`config.mk`:
```
export PLATFORM = sky130hd
export DESIGN_NAME = seg7_scan_ctrl
export DESIGN_NICKNAME = d
export VERILOG_FILES = /design/src/rtl/seg7_pkg.sv /design/src/rtl/seg7_hex_decode.sv /design/src/rtl/seg7_scan_ctrl.sv
export SDC_FILE = /design/constraint.sdc
export NUM_CORES = 1
export LEC_CHECK = 0
export BUFFER_PORTS_ARGS = -buffer_cell sky130_fd_sc_hd__buf_2
export CAP_MARGIN = 30
export CORE_MARGIN = 5
export CORE_UTILIZATION = 62
export CTS_CLUSTER_SIZE = 14
export DETAILED_ROUTE_END_ITERATION = 10
export PLACE_DENSITY = 0.92
export SLEW_MARGIN = 10
export SYNTH_ARGS = -nofsm -noshare
export SYNTH_HDL_FRONTEND = slang
export SYNTH_SLANG_ARGS = --single-unit
```
`constraint.sdc`:
```
create_clock -name clk -period 6.3 [get_ports clk]
set_clock_uncertainty 0.1 [all_clocks]
set_input_delay 0.63 -clock clk [delete_from_list [all_inputs] [get_ports clk]]
set_output_delay 0.63 -clock clk [all_outputs]
set_load 0.02 [all_outputs]
```
`src/rtl/seg7_pkg.sv`:
```
// rtl/seg7_pkg.sv - shared constants and hex-to-segment decode for the seven-segment scanner
package seg7_pkg;

  // All segments dark (active-low outputs)
  localparam logic [6:0] SEG_OFF = 7'h7F;

  // Active-low segment patterns, bit 6 = A ... bit 0 = G
  localparam logic [6:0] HEX_SEG_TABLE [16] = '{
    7'b0000001, 7'b1001111, 7'b0010010, 7'b0000110,
    7'b1001100, 7'b0100100, 7'b0100000, 7'b0001111,
    7'b0000000, 7'b0000100, 7'b0001000, 7'b1100000,
    7'b0110001, 7'b1000010, 7'b0110000, 7'b0111000
  };

  function automatic logic [6:0] hex2seg(input logic [3:0] hex);
    return HEX_SEG_TABLE[hex];
  endfunction

endpackage

```
`src/rtl/seg7_hex_decode.sv`:
```
// rtl/seg7_hex_decode.sv - combinational nibble to active-low segment decoder
module seg7_hex_decode
  import seg7_pkg::*;
(
  input  logic [3:0] hex_i,
  output logic [6:0] seg_o
);

  // Pure table lookup; kept as a module so the top has a single decode point
  always_comb begin
    seg_o = hex2seg(hex_i);
  end

endmodule

```
`src/rtl/seg7_scan_ctrl.sv`:
```
// rtl/seg7_scan_ctrl.sv - time-multiplexed N-digit seven-segment scan controller
module seg7_scan_ctrl
  import seg7_pkg::*;
#(
  parameter int N_DIGITS     = 8,
  parameter int REFRESH_DIV  = 100000,
  parameter int BLANK_CYCLES = 2
) (
  input  logic                  clk,
  input  logic                  rst,
  input  logic                  load,
  input  logic [4*N_DIGITS-1:0] hex_in,
  input  logic [N_DIGITS-1:0]   dp_in,
  input  logic [N_DIGITS-1:0]   en_in,
  output logic [6:0]            seg_n,
  output logic                  dp_n,
  output logic [N_DIGITS-1:0]   an_n,
  output logic                  pending,
  output logic                  frame_start
);

  localparam int PS_W  = (REFRESH_DIV > 1) ? $clog2(REFRESH_DIV) : 1;
  localparam int IDX_W = (N_DIGITS > 1) ? $clog2(N_DIGITS) : 1;
  localparam logic [PS_W-1:0]  PS_LAST   = PS_W'(REFRESH_DIV - 1);
  localparam logic [PS_W-1:0]  BLANK_END = PS_W'(BLANK_CYCLES);
  localparam logic [IDX_W-1:0] IDX_LAST  = IDX_W'(N_DIGITS - 1);

  if (N_DIGITS < 1 || N_DIGITS > 8) begin : g_bad_digits
    $error("seg7_scan_ctrl: N_DIGITS must be 1..8");
  end
  if (REFRESH_DIV < 2) begin : g_bad_div
    $error("seg7_scan_ctrl: REFRESH_DIV must be >= 2");
  end
  if (BLANK_CYCLES < 0 || BLANK_CYCLES >= REFRESH_DIV) begin : g_bad_blank
    $error("seg7_scan_ctrl: BLANK_CYCLES must be < REFRESH_DIV");
  end

  logic [PS_W-1:0]       prescaler_q, prescaler_d;
  logic [IDX_W-1:0]      idx_q, idx_d;
  logic                  pending_q, pending_d;
  logic [4*N_DIGITS-1:0] hex_pend_q, hex_pend_d, hex_act_q, hex_act_d;
  logic [N_DIGITS-1:0]   dp_pend_q, dp_pend_d, dp_act_q, dp_act_d;
  logic [N_DIGITS-1:0]   en_pend_q, en_pend_d, en_act_q, en_act_d;
  logic [6:0]            seg_q, seg_d;
  logic                  dp_q, dp_d;
  logic [N_DIGITS-1:0]   an_q, an_d;
  logic                  frame_start_q;

  logic                  tick, wrap;
  logic [3:0]            sel_hex;
  logic                  sel_dp, sel_en, an_on;
  logic [6:0]            dec_seg;

  assign tick = (prescaler_q == PS_LAST);
  assign wrap = tick && (idx_q == IDX_LAST);

  // Slot timing: prescaler divides down to digit slots, idx walks the digits
  always_comb begin
    prescaler_d = tick ? '0 : prescaler_q + 1'b1;
    idx_d       = idx_q;
    if (tick) begin
      idx_d = (idx_q == IDX_LAST) ? '0 : idx_q + 1'b1;
    end
  end

  // Double-buffered digit data: active bank only changes at a frame wrap
  always_comb begin
    pending_d  = pending_q;
    hex_pend_d = hex_pend_q;
    dp_pend_d  = dp_pend_q;
    en_pend_d  = en_pend_q;
    hex_act_d  = hex_act_q;
    dp_act_d   = dp_act_q;
    en_act_d   = en_act_q;
    if (wrap) begin
      pending_d = 1'b0;
      if (load) begin
        // Load landing on the commit edge goes straight to the display
        hex_act_d = hex_in;
        dp_act_d  = dp_in;
        en_act_d  = en_in;
      end else if (pending_q) begin
        hex_act_d = hex_pend_q;
        dp_act_d  = dp_pend_q;
        en_act_d  = en_pend_q;
      end
    end else if (load) begin
      pending_d  = 1'b1;
      hex_pend_d = hex_in;
      dp_pend_d  = dp_in;
      en_pend_d  = en_in;
    end
  end

  // Select the current digit's nibble, point and enable, and build the anode vector
  always_comb begin
    sel_hex = '0;
    sel_dp  = 1'b0;
    sel_en  = 1'b0;
    for (int k = 0; k < N_DIGITS; k++) begin
      if (idx_q == IDX_W'(k)) begin
        sel_hex = hex_act_q[4*k +: 4];
        sel_dp  = dp_act_q[k];
        sel_en  = en_act_q[k];
      end
    end
    an_on = (prescaler_q >= BLANK_END) && sel_en;
    an_d  = '1;
    for (int k = 0; k < N_DIGITS; k++) begin
      if (an_on && (idx_q == IDX_W'(k))) begin
        an_d[k] = 1'b0;
      end
    end
    seg_d = an_on ? dec_seg : SEG_OFF;
    dp_d  = an_on ? ~sel_dp : 1'b1;
  end

  seg7_hex_decode u_hex_decode (
    .hex_i (sel_hex),
    .seg_o (dec_seg)
  );

  // State and registered pin drivers
  always_ff @(posedge clk or posedge rst) begin
    if (rst) begin
      prescaler_q   <= '0;
      idx_q         <= '0;
      pending_q     <= 1'b0;
      hex_pend_q    <= '0;
      dp_pend_q     <= '0;
      en_pend_q     <= '0;
      hex_act_q     <= '0;
      dp_act_q      <= '0;
      en_act_q      <= '0;
      seg_q         <= SEG_OFF;
      dp_q          <= 1'b1;
      an_q          <= '1;
      frame_start_q <= 1'b0;
    end else begin
      prescaler_q   <= prescaler_d;
      idx_q         <= idx_d;
      pending_q     <= pending_d;
      hex_pend_q    <= hex_pend_d;
      dp_pend_q     <= dp_pend_d;
      en_pend_q     <= en_pend_d;
      hex_act_q     <= hex_act_d;
      dp_act_q      <= dp_act_d;
      en_act_q      <= en_act_d;
      seg_q         <= seg_d;
      dp_q          <= dp_d;
      an_q          <= an_d;
      frame_start_q <= wrap;
    end
  end

  assign seg_n       = seg_q;
  assign dp_n        = dp_q;
  assign an_n        = an_q;
  assign pending     = pending_q;
  assign frame_start = frame_start_q;

endmodule
```
# Word-level counts from Yosys, hierarchy flattened

Memories as Yosys holds them, arrays and structs flattened.
Cells that the tools add are included.
Widths: inputs -> output; s select.

Word-level logic and storage cells: 90
Output and inout bits: 18
Memories kept: 1
ROM bits: 112
Register bits: 134

Memory list:

| name             | words | bits a word | rd ports | clocked after Yosys merged registers in | wr ports | RTL line       | text |
|---|---|---|---|---|---|---|---|
| (name not given) | 16    | 7           | 1        | 0                                       | 0        | seg7_pkg.sv:16 | `return HEX_SEG_TABLE[hex];` |

Equal/unequal tests: 8
Reduce and logical (&&, ||, !) cells: 15
$add $sub $neg: 2
Magnitude comparators: 2
Bitwise logic cells: 3
Multiplexer cells: 46

Operators by type and width:

| cell                  | count |
|---|---|
| $mux 32               | 2 |
| $mux 4                | 8 |
| $mux 8                | 4 |
| $mux 1                | 27 |
| $mux 7                | 3 |
| $add 17x1->17 const B | 1 |
| $eq 17x17->1 const B  | 1 |
| $ge 17x2->1 const B   | 1 |
| $mux 17               | 1 |
| $eq 3x3->1 const B    | 4 |
| $logic_and 1x1->1     | 10 |
| $eq 3x2->1 const B    | 2 |
| $ge 5x5->1 const B    | 1 |
| $not 4->5             | 1 |
| $reduce_and 2->1      | 2 |
| $reduce_bool 2->1     | 2 |
| $add 3x1->3 const B   | 1 |
| $eq 3x1->1 const B    | 1 |
| $logic_not 3->1       | 1 |
| $mux 3                | 1 |
| $not 1->1             | 2 |

# Longest topological paths before layout

Gate-level depths: netlist of run 1.

Depth after elaboration: 14
Gate-level depth with buffers: 14

# Hierarchy

Synthesis of run 1 repeated with hierarchy kept, for this count alone.

Cells, all modules: 516
Area total of the unflattened synthesis: 6601.3 µm²

By module, submodules not included:

| module          | times used | area an instance (µm²) | cells an instance |
|---|---|---|---|
| seg7_scan_ctrl  | 1          | 6338.6                 | 485 |
| seg7_hex_decode | 1          | 262.8                  | 31 |

# Worst setup path after synthesis of run 1

Ideal clock, no wire load.

Kind: register to register
Start point: register idx_q[0]
End point: register seg_q[3], in the netlist seg_n[3]
Arrival time: 2398 ps
Library setup time: 60 ps
Stages on the path, launching flop included: 14
Slack: 3741 ps
Period minus slack after synthesis: 2559 ps
Cells stage by stage: dfrtp_1 -> inv_1 -> ha_1 -> buf_2 -> buf_2 -> buf_1 -> o21ai_0 -> a21oi_1 -> a21oi_1 -> inv_1 -> ha_1 -> mux2i_1 -> mux2_2 -> nand2_1

Longest elaborated chain between the ends: 14

RTL lines:

| what                                      | RTL line              | text |
|---|---|---|
| from (decl)                               | seg7_scan_ctrl.sv:39  | `logic [IDX_W-1:0] idx_q, idx_d;` |
| from (signal assigned)                    | seg7_scan_ctrl.sv:141 | `idx_q <= idx_d;` |
| $logic_not 3->1                           | seg7_scan_ctrl.sv:101 | `if (idx_q == IDX_W'(k)) begin` |
| $mux 4 (8 in a row)                       | seg7_scan_ctrl.sv:101 |  |
| $not 4->5 (not written as such)           | seg7_pkg.sv:16        |  |
| $mem_v2 16x7                              | --                    |  |
| $mux 7 (not written as such) (2 in a row) | seg7_pkg.sv:16        |  |
| $mux 7 *                                  | seg7_scan_ctrl.sv:114 | `seg_d = an_on ? dec_seg : SEG_OFF;` |
| net seg_d[3]                              | seg7_scan_ctrl.sv:44  | `logic [6:0] seg_q, seg_d;` |
| to (signal assigned)                      | seg7_scan_ctrl.sv:149 | `seg_q <= seg_d;` |
| to (decl)                                 | seg7_scan_ctrl.sv:44  |  |

Mark *: on every way through the listed nets, which the timed path passes. The rest lies on a longest branch. The select of a mux whose other input is x is not followed.
A chain may end at the register's enable or synchronous reset.

# Worst setup path in the final report of run 1

Start point: register idx_q[2]
End point: register seg_q[1], in the netlist seg_n[1]

Same word-level chain as after synthesis.

==> results.yml, run 1 <==
clocking:
  postCtsSetupBuffers: 0
  cts.sinks: 134
  root_buffer: "clkbuf_8"
  insertion_delay_ps: 520
  cts_tree: "built"
  cts_resized: 0
  h-tree-depth: 4
  clkSlewWorstSetupHoldPaths_ps: 60
  clockBufferDepth: 2
  cts_hold_buf: 0
  cts_made_buffers: 17
synthesis:
  async_flop_share: 1.000
  syn_area_mm2: 0.006375
  ys.flop_type: "dfrtp_1"
  ys_seq_area_frac: 0.5291
  synthCells: 589
  yosysWarnings: 0
  post_synth.cell_area_avg_um2: 10.82
  netlist.area_leader.share: 0.4632
  synth-edff-count: 0
  synth_cell_types: 48
  syn-num-nets: 654
  ys_ff_latch: 134
  synth_largest_area_cell: "dfrtp_1"
  ys_top_cells_by_area: "dfrtp_1 46%, mux2i_1 8.5%, mux2_2 8.5%"
timing:
  fin_tns_setup_ps: 0
  slew_headroom: 0.3880
  finalCritPeriodShare: 0.5435
  drv_slew: 0
  tightest_slew_ps: 918.0
  setup_violations: 0
  hold_viol: 0
  rsz0062_at_grt: "false"
  max_freq_ghz: 0.2921
  layout_min_cycle_time_ps: 3424
die:
  die_y_um: 111.4
  core-area_mm2: 0.01018
  initial_core_util: 0.6259
  die_area_mm2: 0.01241
  fp-row-count: 37
  ios: 69
  fp.dieW_um: 111.4
detailed_routing:
  num_vias: 4516
  avgViaCountPerCell: 5.688
  routedWlPerCell_um: 17.16
  wl_um: 13630
  drt_pass1_iterations: 5
  initialDrtViolationCount: 319
  antenna_left: 0
  route.detailed.drc: 0
place:
  dp_hpwl_um: 9200
  portBuffers: 68
  globalplace.congestion: 0.8430
setup_path:
  cp_max_fo: 21
  crit_family: "compound AO/OA/AOI/OAI gates"
  setup.worst_path.start: "idx_q[2]"
  slowest_stage: "o21ai_0"
  path_class: "flop to flop"
  ff2ff_setup_slack_ps: 2880
  cp_num_buf_inv: 2
  end_kind: "flop"
  cp.required_ps: 6620
  crit_path_start_kind: "flop"
  cpPeakStageDelay_ps: 770
  critical_path_depth: 7
  r2r_cells: 7
  reg2reg_to: "seg_n[1]"
  rr_startpoint: "idx_q[2]"
  cp.arrival_ps: 3750
  crit_end: "seg_n[1]"
  path_cells: "ha_1 > inv_1 > o21ai_0 > inv_1 > ha_1 > mux2i_1 > o221ai_1"
cells_and_area:
  fillers: 709
  area_growth_syn_to_layout_pct: 15.09
  nets: 713
  antennaDiodeCount: 0
  final_cell_mix: "118 x dfrtp_1, 71 x nor2_1, 69 x buf_2"
  drive_gt1_frac: 0.2660
  utilization: 0.7204
  final_common_cell: "dfrtp_1"
global_routing:
  track_usage: 0.2354
  grt_pass1_vias: 4764
  grt_max_degree: 97
  grt.overflow.total: 0
  antenna_found_initial: 0
  grt_pass1_wl_um: 23590
pwr:
  p_leak_nw: 3.360
  finalPower_w: 0.002028
  pwr_density_cell_mw_per_mm2: 276.4
  vdd_ir_drop_max_mv: 0.2520
flow_run:
  maxCapViolCount: 0
hold_path:
  hp-class: "input pin to async pin"
outcome:
  outcome: "finished, final reports clean"
kinds of logic after synthesis:
family | Yosys count | share of synthesized area
AOI/OAI and AO/OA | 109 | 0.09833
xor gates and xnor gates | 14 | 0.01923
adders and majority gates | 14 | 0.02748
buffers and inverters | 53 | 0.04023
DFF | 134 | 0.5291
muxes | 103 | 0.1713
and+or+nand+nor | 162 | 0.1142
flip-flops by register name, summed over array words and instances (netlist names):
signal / cells
hex_act_q: 32
prescaler_q: 17
en_pend_q: 8
dp_pend_q: 8
pending: 1
frame_start: 1
idx_q: 3
en_act_q: 8
dp_n: 1
seg_n: 7
dp_act_q: 8
hex_pend_q: 32
an_n: 8
worst min-delay path by stage:
| stage | from | to | slack (ps) | cells past startpoint |
|---|---|---|---|---|
| after floorplan | dp_act_q[7] | dp_n | 330 | 1 |
| after global placement | hex_pend_q[17] | hex_pend_q[17] | 370 | 1 |
| after detailed placement | hex_pend_q[17] | hex_pend_q[17] | 390 | 1 |
| after CTS | rst | frame_start | 170 | 2 |
| after global routing | rst | frame_start | 200 | 2 |
| final | rst | frame_start | 150 | 2 |
cell usage after synthesis, drive strengths merged (14+ instances only):
cell / n
dfrtp: 118
nor2: 72
a21oi: 64
mux2i: 54
mux2: 49
nand2: 39
buf: 28
o21ai: 21
nand3: 20
inv: 17
dfstp: 16
ha: 14
routing by layer:
layer  vias up  part of all wire  track usage
met5         -                 0            0
met2        98              0.51       0.3953
li1       2170                 -            -
met3        14             0.045      0.06739
met1      2234              0.43       0.3030
met4         0             0.011      0.06164
worst reg2reg max path: stages (launching register included):
cell and delay, ps:
dfrtp_1 760, ha_1 600, inv_1 290, o21ai_0 770
inv_1 160, ha_1 320, mux2i_1 180, o221ai_1 150
per-stage QoR:
step           std cells  hold WS, ps  setup slack (ps)  instance area, um2
2_1_floorplan        589        331.9              2014                6375
3_3_place_gp         760        372.4              2867                6725
3_5_place_dp         763        389.0              2981                6758
4_1_cts              792        165.4              2908                7295
5_1_grt              794        204.2              2616                7337
6_report             794        152.1              2876                7337
report_power, final:
group / leakage, nW / switching [W] / total (W) / internal [W]
registers: 1.62 / 0.0000315 / 0.000951 / 0.000920
logic: 1.48 / 0.0000970 / 0.000184 / 0.0000867
clock network: 0.262 / 0.000347 / 0.000893 / 0.000546
total: 3.36 / 0.000476 / 0.00203 / 0.00155
area by class of cell:
cell class | instances | area [um2] | area share
clock buffer | 21 | 459.2 | 0.06259
clock inverter | 8 | 77.57 | 0.01057
inverter | 17 | 66.31 | 0.009038
multi-input combinational | 402 | 2753 | 0.3752
sequential | 134 | 3373 | 0.4598
tap | 136 | 170.2 | 0.02319
timing repair buffer | 76 | 437.9 | 0.05969
Note: power is estimated with default switching activity, not from simulation.
==> inputs of run 2 (changes only) <==
Settings changed: CORE_UTILIZATION 62 to 59, PLACE_DENSITY 0.92 to 0.88.
Clock period 6.3 ns to 3.4 ns, I/O delays scaled along.
==> results.yml, run 2 (same netlist as run 1, synthesis figures left out) <==
outcome:
  outcome: "finished, final reports clean"
setup_path:
  path_class: "flop to flop"
  r2r_cells: 11
  crit_family: "adder cells"
  path_cells: "inv_1 > ha_1 > o31ai_1 > a31oi_1 > nand3_1 > o21ai_0 > inv_1 > ha_1 > mux2i_1 > mux2_2 > nand2_1"
  crit_path_start_kind: "flop"
  cp_max_fo: 18
  rr_startpoint: "idx_q[0]"
  cp_num_buf_inv: 2
  ff2ff_setup_slack_ps: 330
  reg2reg_to: "seg_n[3]"
  cp.arrival_ps: 3420
  cpPeakStageDelay_ps: 630
  slowest_stage: "ha_1"
  cp.required_ps: 3750
  end_kind: "flop"
timing:
  layout_min_cycle_time_ps: 3072
  setup_ws_ps: 328.0
  finalCritPeriodShare: 0.9035
  hold_viol: 0
  hold_ws_ps: 71.72
  setup_violations: 0
  fin_tns_setup_ps: 0
  max_freq_ghz: 0.3255
  slew_headroom: 0.4625
  drv_slew: 0
  rsz0062_at_grt: "false"
  tightest_slew_ps: 797.8
cells_and_area:
  multi_input_area_mm2: 0.002753
  area_growth_syn_to_layout_pct: 24.00
  seqCellArea_mm2: 0.003373
  fillers: 715
  final_common_cell: "dfrtp_1"
  drive_gt1_frac: 0.2525
  final_cell_mix: "118 x dfrtp_1, 71 x nor2_1, 68 x buf_2"
  utilization: 0.7389
  antennaDiodeCount: 0
  nets: 765
  reg.largest.list: "hex_act_q (32), hex_pend_q (32), prescaler_q (17)"
global_routing:
  grt_pass1_vias: 5005
  grt_max_degree: 135
  grt_pass1_wl_um: 25060
  grt.overflow.total: 0
  track_usage: 0.2474
  grt_busiest_layer: "met2"
  antenna_found_initial: 0
  grt_use_met2: 0.4227
  met1_usage: 0.3061
  grtUsageMet3: 0.05942
die:
  fp-row-count: 38
  fp.dieW_um: 113.9
  die_area_mm2: 0.01298
  core-area_mm2: 0.01070
  ios: 69
  die_y_um: 113.9
  initial_core_util: 0.5959
pwr:
  p_leak_nw: 3.592
  finalPower_w: 0.003928
  vdd_ir_drop_max_mv: 0.3951
  pwr_density_cell_mw_per_mm2: 496.8
clocking:
  cts_made_buffers: 17
  cts_hold_buf: 49
  insertion_delay_ps: 530
  cts_resized: 0
  root_buffer: "clkbuf_8"
  cts.sinks: 134
  clkSlewWorstSetupHoldPaths_ps: 60
  cts_tree: "built"
  postCtsSetupBuffers: 0
  clockBufferDepth: 2
  h-tree-depth: 4
flow_run:
  maxCapViolCount: 0
detailed_routing:
  initialDrtViolationCount: 320
  avgViaCountPerCell: 5.655
  route.detailed.drc: 0
  drt_pass1_iterations: 6
  num_vias: 4824
  antenna_left: 0
  wl_um: 14970
  routedWlPerCell_um: 17.55
place:
  place_ws_ps: 449.6
  portBuffers: 68
  globalplace.congestion: 0.8971
  dp_hpwl_um: 9335
hold_path:
  hold_path_end: "pending"
  hp-class: "input pin to flop"
  hp-start: "load"
  hold_path_depth: 3
run 2: cell types whose count changed in the layout (fill, tap and decap cells not counted), moves of 2 or more:
| cell | change |
|---|---|
| buf_12 | +2 |
| buf_4 | +4 |
| clkinv_2 | -2 |
| clkinv_4 | +2 |
| clkinvlp_4 | +2 |
| dlygate4sd3_1 | +49 |
run 2: power breakdown:
group          internal (W)  switching (W)  leakage, nW
registers           0.00170      0.0000595         1.62
logic              0.000196       0.000192         1.69
clock network       0.00110       0.000672        0.277
total               0.00300       0.000923         3.59
run 2: worst max-delay path by stage:
stage / start / to / depth (start not counted)
after floorplan: idx_q[0] / seg_n[3] / 13
after global placement: idx_q[0] / seg_n[3] / 11
after detailed placement: idx_q[0] / seg_n[3] / 12
after CTS: idx_q[0] / seg_n[3] / 12
after global routing: idx_q[1] / seg_n[3] / 12
final: idx_q[0] / seg_n[3] / 11
run 2: worst reg2reg max path: stages (launching register included):
cell and delay (ps):
dfrtp_1 410, inv_1 130, ha_1 630, o31ai_1 150, a31oi_1 240, nand3_1 140, o21ai_0 330, inv_1 180
ha_1 300, mux2i_1 160, mux2_2 170, nand2_1 60
run 2: layout make-up:
class | instances | share of cell area
Timing Repair Buffer | 128 | 0.1203
Multi-Input combinational cell | 402 | 0.3482
Clock inverter | 10 | 0.01551
Clock buffer | 22 | 0.05856
Inverter | 17 | 0.008547
Sequential cell | 134 | 0.4267
Tap cell | 140 | 0.02216
run 2: per-stage QoR:
step	std cells	cell area [um2]
final	853	7905
after global routing	853	7905
after CTS	853	7905
after detailed placement	772	6829
after global placement	772	6829
after floorplan	589	6379
run 2: per-layer routing:
metal / wire, um / vias up / share of wire
li1: - / 2286 / -
met3: 824 / 37 / 0.055
met4: 343 / 0 / 0.023
met5: 0 / - / 0
met2: 7696 / 144 / 0.51
met1: 6102 / 2357 / 0.41
